**config.mk**
```make
export PLATFORM = sky130hd
export DESIGN_NAME = xcvr_led_status
export DESIGN_NICKNAME = d
export VERILOG_FILES = /design/src/rtl/xcvr_led_pkg.sv /design/src/rtl/xcvr_lock_qual.sv /design/src/rtl/xcvr_led_status.sv
export SDC_FILE = /design/constraint.sdc
export NUM_CORES = 1
export LEC_CHECK = 0
export CORE_ASPECT_RATIO = 1.4
export CORE_MARGIN = 2
export CORE_UTILIZATION = 24
export DETAILED_ROUTE_END_ITERATION = 8
export PLACE_DENSITY = 0.4
export SLEW_MARGIN = 10
export SYNTH_ARGS = -nofsm -noshare
export SYNTH_HDL_FRONTEND = slang
export SYNTH_HIERARCHICAL = 1
export SYNTH_SLANG_ARGS = --single-unit
```
**constraint.sdc**
```tcl
create_clock -name i_clk -period 2.63 [get_ports i_clk]
set_input_delay 0.6575 -clock i_clk [delete_from_list [all_inputs] [get_ports i_clk]]
set_output_delay 0.6575 -clock i_clk [all_outputs]
set_load 0.02 [all_outputs]
```
**src/rtl/xcvr_led_pkg.sv**
```systemverilog
// Shared types and constants for the transceiver LED status block.
package xcvr_led_pkg;

    // Per-channel link qualification state
    typedef enum logic [1:0] {
        DOWN = 2'd0,
        QUAL = 2'd1,
        UP   = 2'd2
    } lq_state_e;

    // LED drive level that lights the LED
    localparam logic LED_ON = 1'b1;

    // Width of each per-channel error counter
    localparam int unsigned ERR_CNT_W = 8;

endpackage

```
**src/rtl/xcvr_lock_qual.sv**
```systemverilog
// One transceiver channel: lock synchroniser, link qualification FSM,
// error-flash stretch counter and saturating error counter.
module xcvr_lock_qual
    import xcvr_led_pkg::*;
#(
    parameter int unsigned DEB_W = 16,
    parameter int unsigned STR_W = 22
) (
    input  logic                 i_clk,
    input  logic                 i_rstn,
    input  logic                 i_rx_lock,
    input  logic                 i_err_pulse,
    input  logic                 i_err_clr,
    input  logic                 i_blink,
    output logic                 o_link_up,
    output logic                 o_led_c,
    output logic [ERR_CNT_W-1:0] o_err_cnt
);

    logic [1:0]           sync_q, sync_d;
    lq_state_e            state_q, state_d;
    logic [DEB_W-1:0]     qcnt_q, qcnt_d;
    logic [STR_W-1:0]     str_q, str_d;
    logic [ERR_CNT_W-1:0] err_q, err_d;
    logic                 link_q, link_d;
    logic                 lock_s;

    assign lock_s = sync_q[1];

    // Next-state for synchroniser, qualification FSM and counters
    always_comb begin
        sync_d  = {sync_q[0], i_rx_lock};
        state_d = state_q;
        qcnt_d  = qcnt_q;
        str_d   = str_q;
        err_d   = err_q;

        case (state_q)
            DOWN: begin
                if (lock_s) begin
                    state_d = QUAL;
                    qcnt_d  = '0;
                end
            end
            QUAL: begin
                if (!lock_s) begin
                    state_d = DOWN;
                end else if (qcnt_q == '1) begin
                    state_d = UP;
                end else begin
                    qcnt_d = qcnt_q + DEB_W'(1);
                end
            end
            UP: begin
                if (!lock_s) begin
                    state_d = DOWN;
                end
            end
            default: state_d = DOWN;
        endcase

        // Error flash only applies to a live link; a new error restarts it
        if (i_err_pulse && (state_q == UP)) begin
            str_d = '1;
        end else if (str_q != '0) begin
            str_d = str_q - STR_W'(1);
        end

        // Clear wins over a coincident pulse; count saturates
        if (i_err_clr) begin
            err_d = '0;
        end else if (i_err_pulse && (err_q != '1)) begin
            err_d = err_q + ERR_CNT_W'(1);
        end

        link_d = (state_d == UP);
    end

    // Channel state registers
    always_ff @(posedge i_clk or negedge i_rstn) begin
        if (!i_rstn) begin
            sync_q  <= '0;
            state_q <= DOWN;
            qcnt_q  <= '0;
            str_q   <= '0;
            err_q   <= '0;
            link_q  <= 1'b0;
        end else begin
            sync_q  <= sync_d;
            state_q <= state_d;
            qcnt_q  <= qcnt_d;
            str_q   <= str_d;
            err_q   <= err_d;
            link_q  <= link_d;
        end
    end

    // LED: off when down, blink while qualifying, on when up unless flashing an error
    always_comb begin
        o_led_c = ~LED_ON;
        if (state_q == QUAL) begin
            o_led_c = i_blink;
        end else if ((state_q == UP) && (str_q == '0)) begin
            o_led_c = LED_ON;
        end
    end

    assign o_link_up = link_q;
    assign o_err_cnt = err_q;

endmodule

```
**src/rtl/xcvr_led_status.sv**
```systemverilog
// Transceiver LED status: heartbeat, per-channel link qualification and
// a paged LED byte for the SGPIO user LED input.
module xcvr_led_status
    import xcvr_led_pkg::*;
#(
    parameter int unsigned N_CH     = 12,
    parameter int unsigned HB_DIV_W = 27,
    parameter int unsigned DEB_W    = 16,
    parameter int unsigned STR_W    = 22,
    parameter int unsigned PG_W     = 2
) (
    input  logic                        i_clk,
    input  logic                        i_rstn,
    input  logic [N_CH-1:0]             i_rx_lock,
    input  logic [N_CH-1:0]             i_err_pulse,
    input  logic                        i_err_clr,
    input  logic [PG_W-1:0]             i_page,
    output logic [7:0]                  o_led,
    output logic                        o_hb,
    output logic [N_CH-1:0]             o_link_up,
    output logic [N_CH*ERR_CNT_W-1:0]   o_err_cnt
);

    localparam int unsigned PAD_W = 4 << PG_W;

    logic [HB_DIV_W-1:0] hb_q, hb_d;
    logic [7:0]          led_q, led_d;
    logic [N_CH-1:0]     ch_led_c;
    logic [PAD_W-1:0]    led_pad_c;

    // Per-channel qualification instances
    for (genvar gi = 0; gi < int'(N_CH); gi++) begin : g_ch
        xcvr_lock_qual #(
            .DEB_W (DEB_W),
            .STR_W (STR_W)
        ) u_ch (
            .i_clk       (i_clk),
            .i_rstn      (i_rstn),
            .i_rx_lock   (i_rx_lock[gi]),
            .i_err_pulse (i_err_pulse[gi]),
            .i_err_clr   (i_err_clr),
            .i_blink     (hb_q[HB_DIV_W-3]),
            .o_link_up   (o_link_up[gi]),
            .o_led_c     (ch_led_c[gi]),
            .o_err_cnt   (o_err_cnt[gi*ERR_CNT_W +: ERR_CNT_W])
        );
    end

    // Heartbeat divider and LED byte composition; pages past N_CH read as off
    always_comb begin
        hb_d      = hb_q + HB_DIV_W'(1);
        led_pad_c = PAD_W'(ch_led_c);
        led_d     = {{4{hb_d[HB_DIV_W-1]}}, led_pad_c[{i_page, 2'b00} +: 4]};
    end

    // Heartbeat and LED registers
    always_ff @(posedge i_clk or negedge i_rstn) begin
        if (!i_rstn) begin
            hb_q  <= '0;
            led_q <= '0;
        end else begin
            hb_q  <= hb_d;
            led_q <= led_d;
        end
    end

    assign o_hb  = hb_q[HB_DIV_W-1];
    assign o_led = led_q;

endmodule
```
==> summary.md, run 1 <==
| Metric | Value |
|---|---|
| Die W | `334 um` |
| Min-Delay Path Depth | `0` |
| Final hold viol count | `0` |
| Outcome | `complete, no violations` |
| Final Cell Area | `44300 um2` |
| Pwr dens | `527 nW/um2` |
| Core area | `151000 um2` |
| Post-synth top area cell | `dfrtp_1` |
| Cell Rows | `169` |
| Synthesis-stage register bit count | `643` |
| Max IR drop VDD | `0.443 mV` |
| Delay-heaviest family, CP | `buffers and inverters` |
| Drt drc | `0` |
| Worst-Margin Slew | `0.738 ns` |
| DRT Wirelength | `110000 um` |
| Ports | `146` |
| DR iter-0 viols | `1577` |
| Distinct cells, synth | `78` |
| Syn-to-layout area delta | `21.0%` |
| Metal3 WL | `4770 um` |
| First-pass GRT wire length | `181000 um` |
| Detailed placer's ending HPWL | `77900 um` |
| Leak | `16.7 nW` |
| Clock Pin Slew Worst Setup and Hold Paths | `0.06 ns` |
| Synth top cells by count | `dfrtp_1, nor2_1, nand3_1` |
| Total clock buffers created by CTS | `83` |
| Max-Cap Viols | `0` |
| Sequential-to-total area share from yosys stat | `0.440` |
| Metal-1 WL | `48400 um` |
| Vias in the first global route | `32652` |
| CP max stage cell | `clkdlybuf4s50_1` |
| Fmax | `395 MHz` |
| Die H | `466 um` |
| Number of flops mapped to enable cells by yosys | `0` |
| Final Cycle Share | `0.963` |
| Setup CP Type | `reg2out` |
| Final Max Tran Viols | `0` |
| RR Endpoint | `o_led[2]` |
| Combinational Power Share | `0.044` |
| Initial core utilization | `0.242` |
| Drt pass-1 iters | `7` |
| TNS Setup | `0 ns` |
| Post-DR vias/cell | `5.19` |
| Largest net degree at the start of global routing | `59` |
| RSZ-0062 raised after global routing | `no` |
| Clock latency on the worst-skew pair | `0.70 ns` |
| Worst hold slack | `0.346 ns` |
| GR Overflow Total | `0` |
| GPL Wtd Cong | `0.798` |
| Crit path cell chain | `clkdlybuf4s50_1` |
| Routed len/inst | `17.7 um` |
| Top post-synthesis cells by area | `dfrtp_1, nand3_1, nor2_1` |
| Cell internal pwr | `17.5 mW` |
| Via Count | `32301` |
| Ys async rst share | `1.00` |
| Longest Clk Path Bufs | `3` |
| Met2 routed WL | `54200 um` |
| Placed inst area | `41400 um2` |
| Root buf cell | `clkbuf_16` |
| HP Start | `g_ch[2].u_ch/sync_q[0]` |
| Worst Path Arrival | `1.88 ns` |
| Port Buffer Count | `145` |
| Sw power | `5.77 mW` |
| TritonCTS clock tree | `yes` |
| Fin crit period | `2.53 ns` |
| Setup slack, reg-to-reg | `0.20 ns` |
| Slew margin rel. | `0.504` |
| Total clock sinks | `643` |
| Post-CTS setup buffers | `0` |
| Worst flop-to-flop path startpoint | `g_ch[10].u_ch/str_q[0]` |
| H-tree depth | `3` |
| Top-area cell type share of the netlist area | `0.440` |
| Synth warnings | `6` |
| WP data required | `1.97 ns` |
| Hold path endpoint | `g_ch[2].u_ch/sync_q[1]` |
| Top Layer Used | `met5` |
| Slowest cell delay on critical path | `0.75 ns` |
| Net count reported at finish | `4264` |
| Hold WC Path Type | `reg2reg` |
| Layout cells sized above 1 | `0.125` |
| DRT antenna net count | `0` |
| Cell Area, Synth | `36600 um2` |
| Clock power frac | `0.517` |
| Main synth FF type | `dfrtp_1` |
| Worst Setup End Kind | `output pin` |
| Buf/Inv on CP | `1` |
| Setup Skew | `0.0297 ns` |
| Switching Share | `0.247` |
| Setup violations, final | `0` |
| Sequential power share | `0.439` |
| Initial antenna violation count | `3` |
| Mapped Nets | `3999` |
| Die area | `156000 um2` |
| Reg2reg path depth | `9` |
| Count leader, synth | `dfrtp_1` |
| CP max FO | `6` |
| GRT Total Usage | `0.141` |
| Cells after Synth | `3933` |
| CP Launch Type | `flip-flop` |
| Mean post-synth cell area | `9.31 um2` |
[per-layer routing]
layer	vias up	global-route usage
li1	15713	-
met2	517	0.246
met4	2	0.0484
met1	15917	0.175
met5	-	0
met3	152	0.0242
[power by group through the flow]
| stage | Clock (mW) | Combinational (mW) | Sequential (mW) |
|---|---|---|---|
| 3_3_place_gp | 0 | 1.07 | 10.4 |
| 3_5_place_dp | 0 | 1.08 | 10.4 |
| 6_report | 12.1 | 1.03 | 10.2 |
| 4_1_cts | 12.6 | 1.07 | 10.2 |
| 5_1_grt | 13.0 | 1.18 | 10.3 |
| 2_1_floorplan | 0 | 0.424 | 10.4 |
[cells in the final DEF, fill, tap and decap left out, drive strengths merged, types with 97 or more instances in the layout]
cell type | Yosys | final
nand2 | 259 | 259
mux2i | 122 | 122
dfrtp | 643 | 643
nor3 | 134 | 134
buf | 19 | 183
clkdlybuf4s50 | 0 | 117
o21ai | 201 | 201
nand4 | 154 | 154
a21oi | 180 | 180
nor4 | 142 | 142
nor2 | 342 | 342
and3 | 120 | 120
nand3 | 296 | 296
or4 | 102 | 102
and2 | 112 | 112
clkbuf | 128 | 113
o31ai | 97 | 97
or3 | 114 | 114
[metrics by stage]
| stage | power (mW) | util | std cells | setup slack, ns |
|---|---|---|---|---|
| after floorplan | 10.8 | - | 3933 | 0.457 |
| after global placement | 11.5 | 0.274 | 6078 | 0.236 |
| after detailed placement | 11.5 | 0.274 | 6078 | 0.225 |
| after CTS | 23.9 | 0.292 | 6226 | 0.0234 |
| after global routing | 24.4 | 0.292 | 6227 | 0.00649 |
| final | 23.3 | 0.292 | 6228 | 0.0974 |
[logic make-up after synthesis]
| logic type | Yosys count | synth area share |
|---|---|---|
| and+or+nand+nor | 1975 | 0.314 |
| muxes | 122 | 0.0334 |
| DFF | 643 | 0.440 |
| buffers and inverters | 233 | 0.0246 |
| adders and majority gates | 37 | 0.0126 |
| xor gates and xnor gates | 54 | 0.0129 |
| AOI/OAI and AO/OA | 869 | 0.163 |
[cell type report]
class                           instances  area, um2
Antenna cell                            2       5.00
Inverter                               86        323
Clock buffer                          113       2380
Tap cell                             1966       2460
Fill cell                           15884     107000
Sequential cell                       643      16100
Clock inverter                         34        475
Timing Repair Buffer                  327       2930
Multi-Input combinational cell       3057      19600
[registers in the layout, indices dropped and copies added (netlist names)]
register             cells
g_ch.u_ch/state_q       24
hb_q                    27
g_ch.u_ch/str_q        264
g_ch.u_ch/qcnt_q       192
g_ch.u_ch/sync_q        24
o_led                    4
g_ch.u_ch/o_err_cnt     96
g_ch.u_ch/o_link_up     12
[repair_timing]
action | 4_1_cts | 5_1_grt
hold buffers | 1 | 0
gates resized for setup | 28 | 1
endpoints found under the setup margin | 28 | 1
endpoints found under the hold margin | 91 | 0
[worst max path at each step]
stage / start / end / slack, ns / cells past startpoint
floorplan: g_ch[9].u_ch/str_q[0] / g_ch[9].u_ch/str_q[11] / 0.46 / 6
global placement: g_ch[5].u_ch/str_q[0] / o_led[1] / 0.24 / 8
detailed placement: g_ch[5].u_ch/str_q[0] / o_led[1] / 0.22 / 8
CTS: g_ch[0].u_ch/o_err_cnt[5] / o_err_cnt[5] / 0.02 / 1
global route: g_ch[0].u_ch/o_err_cnt[5] / o_err_cnt[5] / 0.006 / 1
finish: g_ch[0].u_ch/o_err_cnt[5] / o_err_cnt[5] / 0.1 / 1
(Power assumes the default switching activity.)
==> run 2, diff against run 1 <==
--- a/config.mk
+++ b/config.mk
@@ -5,6 +5,7 @@
 export SDC_FILE = /design/constraint.sdc
 export NUM_CORES = 1
 export LEC_CHECK = 0
+export ABC_AREA = 1
 export CORE_ASPECT_RATIO = 1.4
 export CORE_MARGIN = 2
 export CORE_UTILIZATION = 24
==> run 2 against run 1 <==
Against the previous run:
- clock skew is 0.013 ns lower
- worst hold slack worse by 0.00077 ns
- via count is 3.2% higher
- count of clock-buffer cells in the layout is 1 lower
- final area is 1.2% higher
- setup slack worse by 0.0070 ns
- register-to-register slack better by 0.14 ns
- area after synthesis is 2.5% higher
- sequential cell count stayed put
- non-clock buffer count is 95 lower
- die area is 2.5% higher
- critical endpoint is now o_err_cnt[21]
- largest cell class unchanged
- largest power group unchanged
==> summary.md, run 2 <==
| Metric | Value |
|---|---|
| DR iter-0 viols | `1408` |
| Sequential-to-total area share from yosys stat | `0.429` |
| Outcome | `complete, no violations` |
| CP max stage cell | `clkdlybuf4s50_1` |
| Layout cells sized above 1 | `0.0816` |
| Root buf cell | `clkbuf_16` |
| First-pass GRT wire length | `177000 um` |
| Metal-1 WL | `46000 um` |
| Worst-Margin Slew | `0.599 ns` |
| CP Launch Type | `flip-flop` |
| Total clock sinks | `643` |
| Pwr dens | `537 nW/um2` |
| Sequential power share | `0.431` |
| Fmax | `394 MHz` |
| Synth Area in Simple Gates | `0.377` |
| Setup Skew | `0.0170 ns` |
| Final Cycle Share | `0.966` |
| Switching Share | `0.249` |
| Hold WC Path Type | `reg2reg` |
| Drt drc | `0` |
| Synthesis-stage register bit count | `643` |
| Vias in the first global route | `33513` |
| Port Buffer Count | `145` |
| Post-synth top area cell | `dfrtp_1` |
| Total clock buffers created by CTS | `83` |
| Combinational Power Share | `0.062` |
| Total power draw | `24.0 mW` |
| Commonest cells after routing, fill and taps aside | `nand2_1, nor2_1, dfrtp_1, inv_1, nand3_1` |
| TNS Setup | `0 ns` |
| Core area | `155000 um2` |
| Count leader, synth | `nand2_1` |
| Worst Path Arrival | `1.88 ns` |
| Sw power | `5.98 mW` |
| Slew margin rel. | `0.597` |
| Largest family of logic cells by synthesized area | `simple AND/OR/NAND/NOR gates` |
| Met2 routed WL | `53900 um` |
| Worst Setup End Kind | `output pin` |
| Crit path cell chain | `clkdlybuf4s50_1` |
| Final hold viol count | `0` |
| Clock latency on the worst-skew pair | `0.68 ns` |
| Ports | `146` |
| Max IR drop VDD | `0.397 mV` |
| Commonest non-fill, non-tap cell in the layout | `nand2_1` |
| Net count reported at finish | `5432` |
| H-tree depth | `3` |
| GPL Wtd Cong | `0.828` |
| Post-DR vias/cell | `4.44` |
| Via Count | `33343` |
| Fin crit period | `2.54 ns` |
| DRT Wirelength | `108000 um` |
| Cell Area, Synth | `37500 um2` |
| Final Cell Area | `44800 um2` |
| Setup violations, final | `0` |
| Top post-synthesis cells by area | `dfrtp_1, nand2_1, nor2_1` |
| Placed inst area | `41900 um2` |
| Worst hold slack | `0.345 ns` |
| Synth warnings | `6` |
| Slowest cell delay on critical path | `0.77 ns` |
| Die W | `338 um` |
| RSZ-0062 raised after global routing | `no` |
| Initial core utilization | `0.242` |
| Final core utilization | `0.289` |
| GR Overflow Total | `0` |
| CP max FO | `5` |
| Cells after Synth | `5114` |
| Clock power frac | `0.507` |
| Synth top cells by count | `nand2_1, nor2_1, dfrtp_1` |
| Top Layer Used | `met5` |
| Number of flops mapped to enable cells by yosys | `0` |
| DRT antenna net count | `0` |
| Post-synthesis adder-cell area fraction | `0.0123` |
| Clock Pin Slew Worst Setup and Hold Paths | `0.06 ns` |
| Mean post-synth cell area | `7.34 um2` |
| Routed len/inst | `14.3 um` |
| Initial antenna violation count | `5` |
| GRT Total Usage | `0.135` |
| Final Max Tran Viols | `0` |
| Detailed placer's ending HPWL | `79800 um` |
| Die H | `472 um` |
| Setup slack, reg-to-reg | `0.34 ns` |
| Ys async rst share | `1.00` |
| Die area | `160000 um2` |
| Synth Area in XOR/XNOR | `0.0301` |
| Multiplexer share of the synthesized area | `0` |
| Distinct cells, synth | `39` |
| Largest net degree at the start of global routing | `66` |
| Setup CP Type | `reg2out` |
| Cell internal pwr | `18.1 mW` |
| Number of flip-flops in the largest register | `264` |
| Drt pass-1 iters | `6` |
| Leak | `19.2 nW` |
| Main synth FF type | `dfrtp_1` |
| Top-area cell type share of the netlist area | `0.429` |
| Buf/Inv on CP | `1` |
| Delay-heaviest family, CP | `buffers and inverters` |
| Metal3 WL | `5080 um` |
| TritonCTS clock tree | `yes` |
| Mapped Nets | `5180` |
| WP data required | `1.97 ns` |
| Top reg by flops | `g_ch.u_ch/str_q` |
| Cell Rows | `171` |
| Compound-Gate Fraction of Synth Area | `0.0841` |
| Max-Cap Viols | `0` |
| Longest Clk Path Bufs | `3` |
| Syn-to-layout area delta | `19.4%` |
## run 2: cell count changes in the layout (fill, tap and decap cells not counted), moves of 111 or more
cell and delta:
nand2_1 +1110, nor2_1 +439, inv_1 +426, nand3_1 +206
mux2i_1 -122, and3_1 -120, nor4_1 -114, nand3b_1 +111
## run 2: final timing paths
kind / start / endpoint / cells past startpoint
max in group asynchronous: i_rstn / g_ch[3].u_ch/str_q[5] / 4
worst max-delay path: g_ch[2].u_ch/o_err_cnt[5] / o_err_cnt[21] / 1
worst max register to register: g_ch[9].u_ch/str_q[0] / o_led[1] / 9
min in group asynchronous: i_rstn / g_ch[11].u_ch/str_q[4] / 2
worst min register to register: g_ch[0].u_ch/sync_q[0] / g_ch[0].u_ch/sync_q[1] / 0
worst min-delay path: g_ch[0].u_ch/sync_q[0] / g_ch[0].u_ch/sync_q[1] / 0
## run 2: power groups by stage
stage | Sequential [mW] | Combinational, mW | Clock [mW]
CTS | 10.4 | 1.53 | 12.8
detailed placement | 10.5 | 1.52 | 0
floorplan | 10.5 | 0.757 | 0
finish | 10.4 | 1.48 | 12.2
global route | 10.4 | 1.70 | 13.1
global placement | 10.6 | 1.52 | 0
## run 2: logic make-up after synthesis
logic type / count (synthesis)
xor gates and xnor gates: 129
DFF: 643
adders and majority gates: 37
buffers and inverters: 602
AOI/OAI and AO/OA: 548
and+or+nand+nor: 3155
## run 2: per-layer routing
metal | global-route usage | vias up
li1 | - | 17173
met1 | 0.156 | 15569
met2 | 0.245 | 439
met3 | 0.0289 | 154
met4 | 0.0446 | 8
met5 | 0 | -
## run 2: timing repair
action | CTS | global route
hold buffers | 1 | 0
buffers inserted | 0 | 0
hold endpoints to repair | 18 | 0
setup endpoints to repair | 4 | 2
resized for setup | 4 | 2
## run 2: final cells by class
type | instances | area (um2)
Fill cell | 16781 | 110000
Multi-Input combinational cell | 3869 | 18900
Sequential cell | 643 | 16100
Tap cell | 2076 | 2600
Clock buffer | 112 | 2440
Timing Repair Buffer | 232 | 2260
Inverter | 537 | 2080
Clock inverter | 33 | 443
Antenna cell | 1 | 2.50
## run 2: metrics by stage
step	setup WS [ns]	instances
CTS	0.00118	7502
detailed placement	0.0834	7356
global placement	0.0289	7356
floorplan	1.02	5114
global route	0.0149	7503
finish	0.0904	7503
==> run 3, diff against run 2 <==
--- a/config.mk
+++ b/config.mk
@@ -10,7 +10,8 @@
 export CORE_MARGIN = 2
 export CORE_UTILIZATION = 24
 export DETAILED_ROUTE_END_ITERATION = 8
-export PLACE_DENSITY = 0.4
+export DONT_BUFFER_PORTS = 1
+export PLACE_DENSITY = 0.39
 export SLEW_MARGIN = 10
 export SYNTH_ARGS = -nofsm -noshare
 export SYNTH_HDL_FRONTEND = slang
==> run 3 against run 2 <==
Against the previous run:
- the run now ends with negative hold slack, max-slew violations left
- non-clock buffer count shrank 176
- critical path type is now reg2reg
- clock skew grew 0.010 ns
- clock power is essentially flat
- largest cell class unchanged
- final area shrank 4.0%
- register-to-register slack gained 0.06 ns
- sequential power is essentially flat
- core utilization shrank 1.2 points
- largest power group unchanged
- via count shrank 1.9%
- fmax grew 14%
- global-route usage shrank 0.12 points
==> summary.md, run 3 (synthesis gave the netlist of run 2 again) <==
| Metric | Value |
|---|---|
| Die W | `338 um` |
| Max IR drop VDD | `0.538 mV` |
| Final hold viol count | `77` |
| Worst Setup End Kind | `flip-flop` |
| Total power draw | `23.5 mW` |
| CP max FO | `9` |
| Sequential power share | `0.444` |
| Vias in the first global route | `32984` |
| Layout cells sized above 1 | `0.0755` |
| Final Cycle Share | `0.848` |
| TNS Setup | `0 ns` |
| Longest Clk Path Bufs | `3` |
| Syn-to-layout area delta | `14.6%` |
| Net count reported at finish | `5256` |
| Cell Rows | `171` |
| GRT Total Usage | `0.134` |
| Fmax | `448 MHz` |
| Total clock buffers created by CTS | `83` |
| Die area | `160000 um2` |
| Top reg by flops | `g_ch.u_ch/str_q` |
| Initial core utilization | `0.242` |
| Drt drc | `0` |
| Worst-Margin Slew | `3.00 ns` |
| CP most frequent cell | `nand3_1` |
| Largest net degree at the start of global routing | `644` |
| Worst hold slack | `-0.259 ns` |
| Commonest cells after routing, fill and taps aside | `nand2_1, nor2_1, dfrtp_1, inv_1, nand3_1` |
| H-tree depth | `3` |
| CP max stage cell | `o21ai_0` |
| Slew margin rel. | `-1.00` |
| Port Buffer Count | `0` |
| DRT antenna net count | `0` |
| Max-Cap Viols | `0` |
| Slowest cell delay on critical path | `0.62 ns` |
| Number of fill cells | `16986` |
| Clock Pin Slew Worst Setup and Hold Paths | `0.06 ns` |
| Ports | `146` |
| WP data required | `3.21 ns` |
| Root buf cell | `clkbuf_16` |
| Delay-heaviest family, CP | `compound AO/OA/AOI/OAI gates` |
| Commonest non-fill, non-tap cell in the layout | `nand2_1` |
| Hold-fix buffers, CTS | `13` |
| Pre-CTS setup slack | `0.232 ns` |
| Leak | `18.4 nW` |
| Switching Share | `0.242` |
| CTS resizes | `0` |
| Crit path cell chain | `inv_1, ha_1, nand2_2, nor2_1, nand3_1, o21ai_0, nand3_1, o31ai_1` |
| Final Cell Area | `43000 um2` |
| TritonCTS clock tree | `yes` |
| Setup CP Type | `reg2reg` |
| Detailed placer's ending HPWL | `75400 um` |
| Die H | `472 um` |
| Drt pass-1 iters | `5` |
| Post-DR vias/cell | `4.46` |
| Final worst slack | `0.400 ns` |
| First-pass GRT wire length | `176000 um` |
| Routed len/inst | `14.5 um` |
| GR Overflow Total | `0` |
| DRT Wirelength | `106000 um` |
| Combinational Power Share | `0.040` |
| Post-CTS setup buffers | `0` |
| Cell internal pwr | `17.8 mW` |
| Final Max Tran Viols | `546` |
| RSZ-0062 raised after global routing | `no` |
| Hold WC Path Type | `in2async` |
| Initial antenna violation count | `5` |
| Failing checks | `negative hold slack, max-slew violations` |
| Sw power | `5.69 mW` |
| Placed inst area | `40000 um2` |
| Core area | `155000 um2` |
| Clock power frac | `0.516` |
| DR iter-0 viols | `1629` |
| Clock latency on the worst-skew pair | `0.67 ns` |
| CP Launch Type | `flip-flop` |
| Pwr dens | `547 nW/um2` |
| GPL Wtd Cong | `0.812` |
| Via Count | `32725` |
| Worst Path Arrival | `2.81 ns` |
| Number of flip-flops in the largest register | `264` |
| Setup Skew | `0.0274 ns` |
| Buf/Inv on CP | `1` |
| Setup violations, final | `0` |
| Fin crit period | `2.23 ns` |
| Total clock sinks | `643` |
| Outcome | `complete, but fails checks` |
run 3: worst register-to-register path: stages (launching register included):
cell and delay, ns:
dfrtp_1 0.35, inv_1 0.11, ha_1 0.30, nand2_2 0.17
nor2_1 0.14, nand3_1 0.15, o21ai_0 0.62, nand3_1 0.18
o31ai_1 0.10
run 3: area by class of cell:
cell class                 instances  area (um2)  share of cell area
multi-input combinational       3869       18900               0.439
sequential                       643       16100               0.374
tap                             2076        2600              0.0604
clock buffer                     112        2410              0.0561
inverter                         537        2080              0.0484
clock inverter                    38         473              0.0110
timing repair buffer              56         453              0.0105
antenna                            2        5.00            0.000116
run 3: routing by layer:
metal	global-route usage	routed length (um)	vias up
li1	-	-	16810
met1	0.155	44900	15320
met2	0.244	53700	462
met3	0.0292	5180	131
met4	0.0391	2220	2
met5	0	13	-
run 3: worst paths after layout:
path | from | cells past startpoint | end | slack (ns)
worst max-delay path | g_ch[10].u_ch/str_q[0] | 8 | o_led[2] | 0.40
worst min-delay path | i_rstn | 0 | g_ch[8].u_ch/o_err_cnt[0] | -0.26
worst max register to register | g_ch[10].u_ch/str_q[0] | 8 | o_led[2] | 0.40
worst min register to register | g_ch[10].u_ch/sync_q[0] | 0 | g_ch[10].u_ch/sync_q[1] | 0.35
max in group asynchronous | i_rstn | 0 | g_ch[6].u_ch/qcnt_q[11] | 0.57
min in group i_clk | i_page[1] | 1 | o_led[2] | 0.08
run 3: power by group through the flow:
stage	Sequential, mW	Clock [mW]	Combinational, mW
3_5_place_dp	10.6	0	0.948
6_report	10.4	12.1	0.950
5_1_grt	10.5	13.1	1.11
3_3_place_gp	10.6	0	0.951
4_1_cts	10.4	12.8	0.971
2_1_floorplan	10.5	0	0.757
run 3: metrics by stage:
step | instances | util | hold WS [ns]
after CTS | 7331 | 0.277 | -0.335
after global routing | 7333 | 0.277 | -0.301
final | 7333 | 0.277 | -0.259
after detailed placement | 7168 | 0.258 | 0.340
after floorplan | 5114 | - | 0.331
after global placement | 7168 | 0.258 | 0.334
